$ cat src/rtl/datapath_sequencer.sv
// Micro-instruction sequencer feeding the Datapath: a small FIFO loaded via valid/ready,
// drained one entry per clock onto the Datapath control inputs after a start command.
module datapath_sequencer #(
  parameter int DEPTH = 4,
  parameter int CNT_W = 8
) (
  input  logic             clk,
  input  logic             rst,
  input  logic             in_valid,
  output logic             in_ready,
  input  logic [9:0]       in_instr,
  input  logic             start,
  output logic             busy,
  output logic             done,
  output logic [CNT_W-1:0] issued_count,
  output logic [1:0]       addr1,
  output logic [1:0]       addr2,
  output logic [1:0]       addr3,
  output logic [2:0]       ALUControl,
  output logic             wr
);

  localparam int PTR_W = $clog2(DEPTH);
  localparam logic [PTR_W:0] FULL_CNT = (PTR_W+1)'(DEPTH);
  localparam logic [CNT_W-1:0] CNT_MAX = '1;

  typedef enum logic [1:0] {IDLE, RUN, DONE} state_t;

  state_t           state, state_n;
  logic [9:0]       mem [DEPTH];
  logic [PTR_W-1:0] wr_ptr, rd_ptr;
  logic [PTR_W:0]   count;
  logic [9:0]       head;
  logic             push, pop;

  assign in_ready = (count != FULL_CNT);
  assign push     = in_valid && in_ready;
  assign pop      = (state == RUN) && (count != '0);
  assign head     = mem[rd_ptr];
  assign busy     = (state != IDLE);
  assign done     = (state == DONE);

  // FIFO storage holds data only, so it carries no reset
  always_ff @(posedge clk) begin
    if (push) mem[wr_ptr] <= in_instr;
  end

  // FIFO control: pointers wrap naturally since DEPTH is a power of two
  always_ff @(posedge clk or posedge rst) begin
    if (rst) begin
      wr_ptr <= '0;
      rd_ptr <= '0;
      count  <= '0;
    end else begin
      if (push) wr_ptr <= wr_ptr + 1'b1;
      if (pop)  rd_ptr <= rd_ptr + 1'b1;
      case ({push, pop})
        2'b10:   count <= count + 1'b1;
        2'b01:   count <= count - 1'b1;
        default: count <= count;
      endcase
    end
  end

  always_ff @(posedge clk or posedge rst) begin
    if (rst) state <= IDLE;
    else     state <= state_n;
  end

  always_comb begin
    state_n = state;
    case (state)
      IDLE:    if (start) state_n = RUN;
      RUN:     if (count == '0) state_n = DONE;
      DONE:    state_n = IDLE;
      default: state_n = IDLE;
    endcase
  end

  // Issue stage: fields hold their last values outside RUN, wr is forced low
  always_ff @(posedge clk or posedge rst) begin
    if (rst) begin
      addr1        <= '0;
      addr2        <= '0;
      addr3        <= '0;
      ALUControl   <= '0;
      wr           <= 1'b0;
      issued_count <= '0;
    end else begin
      if (state == IDLE && start) issued_count <= '0;
      if (pop) begin
        ALUControl <= head[9:7];
        addr1      <= head[6:5];
        addr2      <= head[4:3];
        addr3      <= head[2:1];
        wr         <= head[0];
        if (issued_count != CNT_MAX) issued_count <= issued_count + 1'b1;
      end else begin
        wr <= 1'b0;
      end
    end
  end

endmodule
$ cat config.mk
export PLATFORM = sky130hd
export DESIGN_NAME = datapath_sequencer
export DESIGN_NICKNAME = d
export VERILOG_FILES = /design/src/rtl/datapath_sequencer.sv
export SDC_FILE = /design/constraint.sdc
export NUM_CORES = 1
export LEC_CHECK = 0
export BUFFER_PORTS_ARGS = -buffer_cell sky130_fd_sc_hd__clkbuf_2
export CELL_PAD_IN_SITES_DETAIL_PLACEMENT = 1
export CELL_PAD_IN_SITES_GLOBAL_PLACEMENT = 2
export CORE_MARGIN = 1.5
export CORE_UTILIZATION = 36
export CTS_CLUSTER_DIAMETER = 100
export DETAILED_ROUTE_END_ITERATION = 8
export PLACE_DENSITY = 0.78
export SLEW_MARGIN = 20
export SYNTH_ARGS = -nofsm -noshare
export SYNTH_HDL_FRONTEND = slang
export SYNTH_SLANG_ARGS = --single-unit
$ cat constraint.sdc
create_clock -name clk -period 1.85 [get_ports clk]
set_input_delay 0.0925 -clock clk [delete_from_list [all_inputs] [get_ports clk]]
set_output_delay 0.0925 -clock clk [all_outputs]
set_load 0.05 [all_outputs]
==> flow_metrics.tcl <==
set metrics [dict create \
    arrival_ns 2.04 \
    synthMuxAreaShare_pct 9.01 \
    antenna_found_initial 0 \
    final_max_slew_viol_count 0 \
    post-route-util_pct 47.6 \
    hold_end "state[0]" \
    clkTransAtPathRegs_ns 0.07 \
    layout_common_cells "edfxtp_1, clkbuf_2, nand2_1" \
    mappedNetlistNets 201 \
    worst-path-buf-inv 2 \
    synth_top_family_by_area "simple AND/OR/NAND/NOR gates" \
    crit_family "simple AND/OR/NAND/NOR gates" \
    min_from "start" \
    clk_latency_ns 0.34 \
    n_antenna_cell 0 \
    cts_max_level 3 \
    final-hold-violation-count 0 \
    power.density_nw_per_um2 1780 \
    drive_above_1_share_pct 37.4 \
    drt_iter0_drc 63 \
    wirelength_um 5450 \
    maxSlewHeadroom_pct 66.7 \
    drc 0 \
    vias 1676 \
    die_y_um 90.2 \
    first_pass_iters 4 \
    peakVddDrop_mv 0.486 \
    maxCapViolCount 0 \
    synth_compound_area_share_pct 3.84 \
    crit_type "reg -> reg" \
    setup_violations 0 \
    root_buffer "clkbuf_8" \
    period_share_pct 98.4 \
    route.antenna.remaining_nets 0 \
    ys_warn_count 0 \
    post-place-cells 319 \
    synth.yosys.seq_area_share_pct 68.6 \
    reg2regPathDepth 9 \
    final-instance-count-excl-fill 356 \
    reg2reg_slack_ns 0.03 \
    start_util_pct 37.5 \
    max_clock_freq_ghz 0.549 \
    slowest_stage "or3_4" \
    multi_input_area_um2 808 \
    worstMarginPinSlew_ns 0.500 \
    cts.sinks 67 \
    pin_count 35 \
    wl_per_cell_um 15.3 \
    synthSimpleGateAreaFrac_pct 9.88 \
    routed_via_density 4.71 \
    r2r_start "count[2]" \
    syn_area_per_cell_um2 15.2 \
    syn2layout_area_growth_pct 26.9 \
    layout.nets 273 \
    synth-seq-cells 67 \
    grt_max_degree 28 \
    overflow 0 \
    io_buffer_count 34 \
    synth_cell_type_count 32 \
    core_um2 7290 \
    rows 31 \
    place.gp.congestion 0.739 \
    grt_usage_pct 14.3 \
    die-area_um2 8130 \
    first_global_vias 1712 \
    crit_chain "or3_4 -> nand2_4 -> inv_4 -> ha_4 -> inv_2 -> fa_2 -> xor2_1 -> nor2_1 -> xor2_1" \
    die_w_um 90.2 \
    cts_tree "done" \
    critPathCaptureType "flip-flop" \
    total_power_mw 6.16 \
    crit_top_cell "xor2_1" \
    worst_setup_path_start_kind "flip-flop" \
    hold_class "in -> reg" \
    mostFrequentLayoutCell "edfxtp_1" \
    p_leak_nw 1.46 \
    holdWs_ns 0.215 \
    rsz0062_at_grt "yes" \
    netlist_instances 180 \
    cts_buffers 9 \
    synth_area_um2 2740 \
    synth_fa_ha_area_share_pct 3.48 \
    fin_tns_setup_ns 0 \
    crit_fanout 3 \
    fillerInstances 783 \
    clock_path_buffers 2 \
    r2r-end "count[2]" \
    synthXorXnorAreaFrac_pct 2.24 \
    whs_path_depth 3 \
    post-route-min-period_ns 1.82 \
    status "completed" \
    crit_path_max_incr_delay_ns 0.42 \
    cp_data_required_time_ns 2.07 \
    regArea_um2 1880 \
    grt_first_pass_wirelength_um 8780 \
    dp_hpwl_um 3690 \
    finalClockSkew_ns 0.0103 \
]
power breakdown:
group	leakage (nW)	switching [mW]	internal (mW)
clock network	0.0860	0.587	0.492
logic	0.668	1.70	1.07
registers	0.702	0.260	2.05
total	1.46	2.55	3.62
how the worst max path moves through the flow:
stage                  start  depth (start not counted)       end
detailed placement  count[0]                          9  count[2]
global route        state[1]                          9  count[2]
CTS                 count[2]                          9  count[2]
finish              count[2]                          9  count[2]
floorplan           count[0]                         10  count[2]
global placement    count[0]                          9  count[2]
cells by family (layout without fill, tap and decap cells):
| group | after synthesis | in the layout |
|---|---|---|
| adder cells (fa/ha/maj) | 7 | 7 |
| XOR/XNOR | 7 | 7 |
| AND/OR/NAND/NOR | 57 | 57 |
| AO/OA/AOI/OAI | 14 | 14 |
| buffers and inverters | 16 | 93 |
| multiplexers | 12 | 12 |
| flip-flops | 67 | 67 |
worst reg2reg max path, stage by stage (launching register included):
cell and delay, ns:
dfrtp_2 0.41, or3_4 0.42, nand2_4 0.10, inv_4 0.04, ha_4 0.15, inv_2 0.05, fa_2 0.18, xor2_1 0.13
nor2_1 0.07, xor2_1 0.16
per-stage QoR:
stage | worst slack, ns | area [µm²]
after floorplan | -0.0640 | 2770
after global placement | 0.0536 | 3110
after detailed placement | 0.00259 | 3110
after CTS | 0.00480 | 3400
after global routing | -0.0613 | 3470
final | 0.0293 | 3470
synthesized netlist by cell type:
| cell type | n | share of area, % |
|---|---|---|
| o41ai_1 | 1 | 0.32 |
| o311ai_0 | 1 | 0.32 |
| nor2_1 | 4 | 0.55 |
| o21ai_0 | 1 | 0.18 |
| or3_4 | 1 | 0.41 |
| xnor2_1 | 5 | 1.6 |
| buf_4 | 3 | 0.82 |
| buf_6 | 1 | 0.41 |
| o211ai_2 | 1 | 0.46 |
| fa_1 | 1 | 0.73 |
| and3_1 | 6 | 1.4 |
| inv_2 | 1 | 0.14 |
| dfrtp_1 | 27 | 25 |
| and2b_2 | 1 | 0.32 |
| xor2_1 | 2 | 0.64 |
| nand2_4 | 1 | 0.41 |
| nand4_1 | 2 | 0.46 |
| o21ai_1 | 2 | 0.37 |
| o211ai_1 | 4 | 1.1 |
| edfxtp_1 | 40 | 44 |
| mux2i_1 | 1 | 0.37 |
| o31ai_1 | 3 | 0.82 |
| buf_2 | 1 | 0.18 |
| and2_1 | 1 | 0.23 |
| ha_1 | 6 | 2.7 |
| mux4_2 | 10 | 8.2 |
| inv_1 | 10 | 1.4 |
| nor2b_1 | 2 | 0.46 |
| mux2_2 | 1 | 0.41 |
| a21o_1 | 1 | 0.27 |
| nand2_1 | 32 | 4.4 |
| nand3_1 | 7 | 1.3 |
timing repair:
action / in CTS / in global routing
setup buffers: 1 / 9
setup endpoints to repair: 1 / 2
pin swaps: 0 / 7
hold buffers: 11 / 0
resized for setup: 0 / 2
endpoints found under the hold margin: 67 / 0
sequential cells by signal, indices dropped and copies added (netlist names):
signal	count
wr	1
wr_ptr	2
mem	40
count	3
addr1	2
addr3	2
issued_count	8
ALUControl	3
addr2	2
rd_ptr	2
state	2
routing by layer:
layer | track usage (%) | vias to the layer above | share of wire [%]
li1 | - | 799 | -
met1 | 19.0 | 834 | 47
met2 | 22.6 | 34 | 49
met3 | 3.13 | 9 | 3.0
met4 | 6.35 | 0 | 1.9
met5 | 0 | - | 0
final cells by class:
cell class | instances | area share, %
Clock buffer | 9 | 3.57
Clock inverter | 7 | 1.48
Inverter | 11 | 1.33
Multi-Input combinational cell | 97 | 23.3
Sequential cell | 67 | 54.1
Tap cell | 99 | 3.57
Timing Repair Buffer | 66 | 12.6
Note: power is estimated with default switching activity, not from simulation.
